==> config.mk <==
export PLATFORM = sky130hd
export DESIGN_NAME = bmu_exec_stage
export DESIGN_NICKNAME = d
export VERILOG_FILES = /design/src/rtl/bmu_pkg.sv /design/src/rtl/zba_zbb.sv /design/src/rtl/bmu_exec_stage.sv
export SDC_FILE = /design/constraint.sdc
export NUM_CORES = 1
export LEC_CHECK = 0
export CAP_MARGIN = 20
export CORE_MARGIN = 4
export CORE_UTILIZATION = 34
export CTS_CLUSTER_SIZE = 14
export DETAILED_ROUTE_END_ITERATION = 6
export PLACE_DENSITY_LB_ADDON = 0.15
export SLEW_MARGIN = 5
export SYNTH_ARGS = -nofsm -noshare
export SYNTH_HDL_FRONTEND = slang
export SYNTH_SLANG_ARGS = --single-unit
export TNS_END_PERCENT = 100
==> constraint.sdc <==
create_clock -name clk_i -period 5.82 [get_ports clk_i]
set_input_delay 1.164 -clock clk_i [delete_from_list [all_inputs] [get_ports clk_i]]
set_output_delay 1.164 -clock clk_i [all_outputs]
set_load 0.05 [all_outputs]
==> src/rtl/bmu_pkg.sv <==
// ============================================================================
// Module  : bmu_pkg
// Purpose : Shared types and constants for the bit-manipulation execute
//           stage: op-code enumeration, data width, and the stage-1
//           payload record.
// Ports   : none (package)
// Rev     : 1.0  initial release
// ============================================================================
`default_nettype none

package bmu_pkg;

  localparam int BMU_XLEN = 32;

  // Upper bound for the destination tag carried in the stage-1 record; the
  // execute stage zero-extends its TAG_W-bit tag into this field.
  localparam int BMU_TAG_MAX_W = 16;

  // Codes 20..31 are undefined and flagged as illegal by the execute stage.
  typedef enum logic [4:0] {
    BMU_SH1ADD = 5'd0,
    BMU_SH2ADD = 5'd1,
    BMU_SH3ADD = 5'd2,
    BMU_ANDN   = 5'd3,
    BMU_ORN    = 5'd4,
    BMU_XNOR   = 5'd5,
    BMU_CLZ    = 5'd6,
    BMU_CTZ    = 5'd7,
    BMU_CPOP   = 5'd8,
    BMU_MIN    = 5'd9,
    BMU_MAX    = 5'd10,
    BMU_MINU   = 5'd11,
    BMU_MAXU   = 5'd12,
    BMU_SEXTB  = 5'd13,
    BMU_SEXTH  = 5'd14,
    BMU_ZEXTH  = 5'd15,
    BMU_ROL    = 5'd16,
    BMU_ROR    = 5'd17,
    BMU_ORCB   = 5'd18,
    BMU_REV8   = 5'd19
  } bmu_op_e;

  // The op is kept as raw bits so an out-of-range code survives into the
  // result decode, where it is reported as illegal.
  typedef struct packed {
    logic [4:0]               op;
    logic [BMU_XLEN-1:0]      rs1;
    logic [BMU_XLEN-1:0]      rs2;
    logic [BMU_TAG_MAX_W-1:0] tag;
  } bmu_s1_t;

endpackage

`default_nettype wire

==> src/rtl/zba_zbb.sv <==
// ============================================================================
// Module  : zba_zbb
// Purpose : Combinational Zba/Zbb unit. Computes every supported result in
//           parallel from the two operands; the caller selects one.
// Ports   : in1_i, in2_i      operands (32 bits each)
//           <op>_o            one 32-bit result per supported operation
// Rev     : 1.0  initial release
// ============================================================================
`default_nettype none

module zba_zbb
  import bmu_pkg::*;
(
  input  logic [BMU_XLEN-1:0] in1_i,
  input  logic [BMU_XLEN-1:0] in2_i,
  output logic [BMU_XLEN-1:0] sh1add_o,
  output logic [BMU_XLEN-1:0] sh2add_o,
  output logic [BMU_XLEN-1:0] sh3add_o,
  output logic [BMU_XLEN-1:0] andn_o,
  output logic [BMU_XLEN-1:0] orn_o,
  output logic [BMU_XLEN-1:0] xnor_o,
  output logic [BMU_XLEN-1:0] clz_o,
  output logic [BMU_XLEN-1:0] ctz_o,
  output logic [BMU_XLEN-1:0] cpop_o,
  output logic [BMU_XLEN-1:0] min_o,
  output logic [BMU_XLEN-1:0] max_o,
  output logic [BMU_XLEN-1:0] minu_o,
  output logic [BMU_XLEN-1:0] maxu_o,
  output logic [BMU_XLEN-1:0] sextb_o,
  output logic [BMU_XLEN-1:0] sexth_o,
  output logic [BMU_XLEN-1:0] zexth_o,
  output logic [BMU_XLEN-1:0] rol_o,
  output logic [BMU_XLEN-1:0] ror_o,
  output logic [BMU_XLEN-1:0] orcb_o,
  output logic [BMU_XLEN-1:0] rev8_o
);

  logic [4:0] shamt;
  logic [5:0] shamt_inv;
  logic [5:0] clz_cnt;
  logic [5:0] ctz_cnt;
  logic [5:0] cpop_cnt;

  assign sh1add_o = (in1_i << 1) + in2_i;
  assign sh2add_o = (in1_i << 2) + in2_i;
  assign sh3add_o = (in1_i << 3) + in2_i;

  assign andn_o = in1_i & ~in2_i;
  assign orn_o  = in1_i | ~in2_i;
  assign xnor_o = ~(in1_i ^ in2_i);

  // Highest set bit wins for CLZ, lowest for CTZ; an all-zero input leaves
  // the default of 32.
  always_comb begin
    clz_cnt = 6'd32;
    for (int i = 0; i < BMU_XLEN; i++) begin
      if (in1_i[i]) clz_cnt = 6'(BMU_XLEN - 1 - i);
    end
  end

  always_comb begin
    ctz_cnt = 6'd32;
    for (int i = BMU_XLEN - 1; i >= 0; i--) begin
      if (in1_i[i]) ctz_cnt = 6'(i);
    end
  end

  always_comb begin
    cpop_cnt = 6'd0;
    for (int i = 0; i < BMU_XLEN; i++) begin
      cpop_cnt = cpop_cnt + {5'd0, in1_i[i]};
    end
  end

  assign clz_o  = {{(BMU_XLEN-6){1'b0}}, clz_cnt};
  assign ctz_o  = {{(BMU_XLEN-6){1'b0}}, ctz_cnt};
  assign cpop_o = {{(BMU_XLEN-6){1'b0}}, cpop_cnt};

  assign min_o  = ($signed(in1_i) < $signed(in2_i)) ? in1_i : in2_i;
  assign max_o  = ($signed(in1_i) < $signed(in2_i)) ? in2_i : in1_i;
  assign minu_o = (in1_i < in2_i) ? in1_i : in2_i;
  assign maxu_o = (in1_i < in2_i) ? in2_i : in1_i;

  assign sextb_o = {{(BMU_XLEN-8){in1_i[7]}}, in1_i[7:0]};
  assign sexth_o = {{(BMU_XLEN-16){in1_i[15]}}, in1_i[15:0]};
  assign zexth_o = {{(BMU_XLEN-16){1'b0}}, in1_i[15:0]};

  // A complementary shift of 32 yields 0, so an amount of 0 returns in1
  // unchanged without a special case.
  assign shamt     = in2_i[4:0];
  assign shamt_inv = 6'd32 - {1'b0, shamt};
  assign rol_o     = (in1_i << shamt) | (in1_i >> shamt_inv);
  assign ror_o     = (in1_i >> shamt) | (in1_i << shamt_inv);

  for (genvar b = 0; b < BMU_XLEN / 8; b++) begin : g_orcb
    assign orcb_o[8*b +: 8] = {8{|in1_i[8*b +: 8]}};
  end

  assign rev8_o = {in1_i[7:0], in1_i[15:8], in1_i[23:16], in1_i[31:24]};

endmodule

`default_nettype wire

==> src/rtl/bmu_exec_stage.sv <==
// ============================================================================
// Module  : bmu_exec_stage
// Purpose : Two-stage pipelined Zba/Zbb execute stage. S1 registers the
//           issued op and operands; zba_zbb computes all results from S1 and
//           the selected one is captured in S2 until writeback takes it.
//           Full valid/ready backpressure, flush, in-order, one op/cycle.
// Ports   : clk_i, rst_i (async, active-high)
//           in_valid_i/in_ready_o, in_op_i, in_rs1_i, in_rs2_i, in_tag_i
//           flush_i
//           out_valid_o/out_ready_i, out_result_o, out_tag_o, out_illegal_o
// Rev     : 1.0  initial release
// ============================================================================
`default_nettype none

module bmu_exec_stage
  import bmu_pkg::*;
#(
  parameter int TAG_W = 5
) (
  input  logic                clk_i,
  input  logic                rst_i,
  input  logic                in_valid_i,
  output logic                in_ready_o,
  input  logic [4:0]          in_op_i,
  input  logic [BMU_XLEN-1:0] in_rs1_i,
  input  logic [BMU_XLEN-1:0] in_rs2_i,
  input  logic [TAG_W-1:0]    in_tag_i,
  input  logic                flush_i,
  output logic                out_valid_o,
  input  logic                out_ready_i,
  output logic [BMU_XLEN-1:0] out_result_o,
  output logic [TAG_W-1:0]    out_tag_o,
  output logic                out_illegal_o
);

  logic                s1_valid;
  bmu_s1_t             s1;
  logic                s2_valid;
  logic [BMU_XLEN-1:0] s2_result;
  logic [TAG_W-1:0]    s2_tag;
  logic                s2_illegal;

  logic                s1_adv;
  logic                s2_adv;
  logic [BMU_XLEN-1:0] result_d;
  logic                illegal_d;

  logic [BMU_XLEN-1:0] sh1add, sh2add, sh3add, andn, orn, xnor_r;
  logic [BMU_XLEN-1:0] clz, ctz, cpop, min_r, max_r, minu, maxu;
  logic [BMU_XLEN-1:0] sextb, sexth, zexth, rol, ror, orcb, rev8;

  // Single ready chain: a stage may load when it is empty or its
  // downstream neighbour is moving this cycle.
  assign s2_adv     = !s2_valid || out_ready_i;
  assign s1_adv     = !s1_valid || s2_adv;
  assign in_ready_o = s1_adv && !rst_i;

  zba_zbb u_zba_zbb (
    .in1_i    (s1.rs1),
    .in2_i    (s1.rs2),
    .sh1add_o (sh1add),
    .sh2add_o (sh2add),
    .sh3add_o (sh3add),
    .andn_o   (andn),
    .orn_o    (orn),
    .xnor_o   (xnor_r),
    .clz_o    (clz),
    .ctz_o    (ctz),
    .cpop_o   (cpop),
    .min_o    (min_r),
    .max_o    (max_r),
    .minu_o   (minu),
    .maxu_o   (maxu),
    .sextb_o  (sextb),
    .sexth_o  (sexth),
    .zexth_o  (zexth),
    .rol_o    (rol),
    .ror_o    (ror),
    .orcb_o   (orcb),
    .rev8_o   (rev8)
  );

  always_comb begin
    result_d  = '0;
    illegal_d = 1'b0;
    case (s1.op)
      BMU_SH1ADD: result_d = sh1add;
      BMU_SH2ADD: result_d = sh2add;
      BMU_SH3ADD: result_d = sh3add;
      BMU_ANDN:   result_d = andn;
      BMU_ORN:    result_d = orn;
      BMU_XNOR:   result_d = xnor_r;
      BMU_CLZ:    result_d = clz;
      BMU_CTZ:    result_d = ctz;
      BMU_CPOP:   result_d = cpop;
      BMU_MIN:    result_d = min_r;
      BMU_MAX:    result_d = max_r;
      BMU_MINU:   result_d = minu;
      BMU_MAXU:   result_d = maxu;
      BMU_SEXTB:  result_d = sextb;
      BMU_SEXTH:  result_d = sexth;
      BMU_ZEXTH:  result_d = zexth;
      BMU_ROL:    result_d = rol;
      BMU_ROR:    result_d = ror;
      BMU_ORCB:   result_d = orcb;
      BMU_REV8:   result_d = rev8;
      default:    illegal_d = 1'b1;
    endcase
  end

  // Payload registers load only when their stage advances; flush and
  // consume touch the valid bits alone.
  always_ff @(posedge clk_i or posedge rst_i) begin
    if (rst_i) begin
      s1_valid   <= 1'b0;
      s1         <= '0;
      s2_valid   <= 1'b0;
      s2_result  <= '0;
      s2_tag     <= '0;
      s2_illegal <= 1'b0;
    end else begin
      if (flush_i) begin
        s1_valid <= 1'b0;
      end else if (s1_adv) begin
        s1_valid <= in_valid_i;
      end

      if (in_valid_i && in_ready_o) begin
        s1.op  <= in_op_i;
        s1.rs1 <= in_rs1_i;
        s1.rs2 <= in_rs2_i;
        s1.tag <= BMU_TAG_MAX_W'(in_tag_i);
      end

      if (flush_i) begin
        s2_valid <= 1'b0;
      end else if (s2_adv) begin
        s2_valid <= s1_valid;
      end

      if (s1_valid && s2_adv) begin
        s2_result  <= result_d;
        s2_tag     <= s1.tag[TAG_W-1:0];
        s2_illegal <= illegal_d;
      end
    end
  end

  // The record's tag field is wider than TAG_W; the padding is never read.
  if (TAG_W < BMU_TAG_MAX_W) begin : g_tag_pad
    logic tag_pad_unused;
    assign tag_pad_unused = ^s1.tag[BMU_TAG_MAX_W-1:TAG_W];
  end

  assign out_valid_o   = s2_valid;
  assign out_result_o  = s2_result;
  assign out_tag_o     = s2_tag;
  assign out_illegal_o = s2_illegal;

endmodule

`default_nettype wire

==> key figures <==
Cells and area
  – Share of cells above drive strength 1: 15.1%
  – Post-layout util: 39.2%
  – P&R area growth vs syn: 14.2%
  – Finished Cell Area: 23100 um2
  – NumNets Final: 2855

Placement
  – RePlAce Congestion: 1.06
  – Post-DP HPWL: 84.5 mm
  – Dpl cell area: 22500 um2
  – Worst slack at placement: 25.4 ps
  – Port bufs: 118

Synth
  – Post-Synth Simple-Gate Area: 15.5%
  – Most common flop cell mapped by yosys: dfrtp_1
  – Post-synthesis compound-gate area fraction: 28.2%
  – Ys async rst share: 100%
  – Syn_area_per_cell: 7.97 um2
  – Synth Net Count: 2811
  – Post-synth EDFFs: 0
  – Register bit total from synthesis: 114
  – Sequential area share after synthesis: 14.1%
  – Yosys cell types: 97
  – Yosys warns: 0
  – Mux contribution to synthesized area: 19.4%
  – Mapped Cells: 2543
  – Post-Syn Area: 20300 um2
  – Main combinational cell family by area after synthesis: compound AO/OA/AOI/OAI gates
  – Adder-cell share of the synthesized area: 12.7%
  – Xor and xnor area share after synthesis: 3.45%

STA
  – Hold violation count in the final report: 0
  – RSZ-0062 raised after global routing: yes
  – Fmax: 177 MHz
  – Worst Slack Setup Final: 172 ps
  – Tightest Pin Transition: 1260 ps
  – Final setup violation count: 0
  – Min Tclk post-route: 5650 ps
  – Final Skew: 15.8 ps
  – Final Max Tran Viols: 0
  – Final cycle utilization of the critical path: 97.0%
  – Relative slew slack: 16.0%

GRT
  – Vias in the first global route: 22.3k
  – Gr ovfl total: 0
  – GRT Overall Usage: 34.9%
  – Pin count of the biggest net entering global routing: 126
  – First-pass GRT wire length: 163 mm
  – Antenna violations before repair: 6

Worst setup path
  – Most used cell, CP: fa_1
  – Worst Path Required: 6170 ps
  – Worst-path cell chain: inv_2, ha_4, inv_2, fa_2, fa_1, fa_1, fa_1, fa_1, fa_1, fa_2, nor2_2, mux2i_1, nor4_1, a2111oi_1, nand3_1, a221oi_2, a41oi_1, a221o_1
  – WP buf/inv: 2
  – CP Capture Type: register
  – Critical setup path kind: register to register
  – Crit start category: register
  – Slowest stage delay, CP: 560 ps
  – Delay-heaviest family, CP: adder cells
  – Worst-path fanout max: 2
  – Flop2flop setup slack: 170 ps
  – CP arrival: 6000 ps
  – CP max-delay cell: fa_2

Status
  – Status: completed

Clocking
  – Cts bufs inserted: 17
  – Clk slew on worst S/H paths: 70 ps
  – Clock Root Buffer: clkbuf_16
  – Clock Latency Late Sink: 470 ps
  – CTS Sinks: 114
  – CTS tree: built
  – Postcts setup bufs: 0
  – CTS max path bufs: 2
  – H-tree levels: 4

Power and ir drop
  – Pwr dens: 468 nW/um2
  – Share of total power in combinational logic: 77.8%
  – VDD IR max: 444 uV
  – Clock network power share: 11.0%
  – Int Pwr: 0.00488 W
  – Leak: 9.51 nW
  – Seq pwr share: 11.3%
  – Switching portion of total power: 54.9%
  – Psw: 0.00594 W

Floorplan
  – Die Y-Extent: 252 um
  – Number of cell rows: 89
  – Initial core utilization: 34.3%
  – I/O pins: 119
  – Die outline area: 63600 um2
  – Core area: 59000 um2
  – Die Width: 252 um

Run
  – # Max-Cap Violations: 0

Drt
  – Vias: 22.9k
  – Post-DR wirelength/cell: 34.0 um
  – First-pass DRT Iterations: 7
  – Drt total wl: 115 mm
  – Antenna viol nets, final: 0
  – Drt initial violations: 2698
  – Vias/cell: 6.79
  – DRC: 0

Min path
  – Hold Path Class: register to register
through the flow:
step	hold WS (ps)	setup TNS (ps)	total power, W	std cells
global placement	442	0	0.00930	3341
CTS	474	0	0.0106	3373
detailed placement	453	0	0.00931	3341
finish	472	0	0.0108	3376
global route	500	-13.9	0.0114	3373
floorplan	433	0	0.00671	2543
sequential cells by signal, summed over array words and instances (netlist names):
register / flops
s1_valid: 1
s1: 74
out_valid_o: 1
out_illegal_o: 1
out_result_o: 32
out_tag_o: 5
cell type report:
type / count / area (um2)
antenna: 3 / 7.51
clock buffer: 20 / 467
clock inverter: 12 / 155
fill: 6101 / 35900
inverter: 109 / 412
multi-input combinational: 2114 / 16200
sequential: 114 / 2870
tap: 773 / 967
timing repair buffer: 231 / 2080
synthesized netlist by cell type, types with 40 or more instances:
library cell / n / area, um2
ha_1: 162 / 2030
clkbuf_1: 128 / 480
buf_2: 43 / 215
o21ai_0: 162 / 811
mux4_2: 55 / 1240
nor3_1: 47 / 235
mux2_2: 121 / 1360
xnor2_1: 50 / 438
mux2i_1: 118 / 1180
nand2_1: 251 / 942
nor2_1: 211 / 792
dfrtp_1: 114 / 2850
a21o_1: 47 / 353
a211oi_1: 56 / 420
a21oi_1: 196 / 981
inv_1: 104 / 390
o22ai_1: 40 / 250
worst paths after layout:
kind	startpoint	endpoint	cells after the start
max in group asynchronous	rst_i	s1[76]$_DFFE_PP0P_	3
min in group asynchronous	rst_i	out_result_o[17]$_DFFE_PP0P_	2
max reg2reg	s1[48]$_DFFE_PP0P_	out_result_o[0]$_DFFE_PP0P_	18
min reg2reg	s1[2]$_DFFE_PP0P_	out_tag_o[2]$_DFFE_PP0P_	2
min	s1[2]$_DFFE_PP0P_	out_tag_o[2]$_DFFE_PP0P_	2
max	s1[48]$_DFFE_PP0P_	out_result_o[0]$_DFFE_PP0P_	18
kinds of logic after synthesis:
family / Yosys count
AOI/OAI and AO/OA: 852
xor gates and xnor gates: 76
adders and majority gates: 189
buffers and inverters: 315
DFF: 114
muxes: 303
and+or+nand+nor: 694
power by group through the flow:
| stage | clock, W | sequential (W) | combinational (W) |
|---|---|---|---|
| floorplan | 0 | 0.00141 | 0.00530 |
| global placement | 0 | 0.00122 | 0.00808 |
| detailed placement | 0 | 0.00122 | 0.00810 |
| CTS | 0.00120 | 0.00121 | 0.00815 |
| global route | 0.00123 | 0.00123 | 0.00896 |
| finish | 0.00119 | 0.00122 | 0.00842 |
worst reg2reg max path: stages, from the launching register on:
cell and delay (ps):
dfrtp_1 360, inv_2 60, ha_4 250, inv_2 30, fa_2 560, fa_1 430
fa_1 510, fa_1 430, fa_1 520, fa_1 440, fa_2 550, nor2_2 40
mux2i_1 160, nor4_1 70, a2111oi_1 390, nand3_1 140, a221oi_2 180, a41oi_1 130
a221o_1 280
per-layer routing:
layer  part of all wire, %  global-route usage (%)  vias to the layer above
met5                 0.023                       0                        -
met4                   5.5                    16.4                        4
met3                    10                    7.79                      350
met2                    45                    55.0                     1525
met1                    40                    45.7                    11300
li1                      -                       -                     9703
repair_timing:
item | in CTS | in global routing
hold buffers | 0 | 0
endpoints found under the setup margin | 0 | 3
resized for setup | 0 | 15
placed cells by master, fill, tap and decap left out, types with 56 or more instances in the layout:
master,n
mux2_2,121
clkdlybuf4s50_1,118
a21oi_1,196
inv_1,99
buf_4,109
ha_1,160
o21ai_0,161
mux2i_1,117
a211oi_1,56
dfrtp_1,108
nor2_1,205
nand2_1,250
No activity file was read; power rests on OpenSTA's default activity.
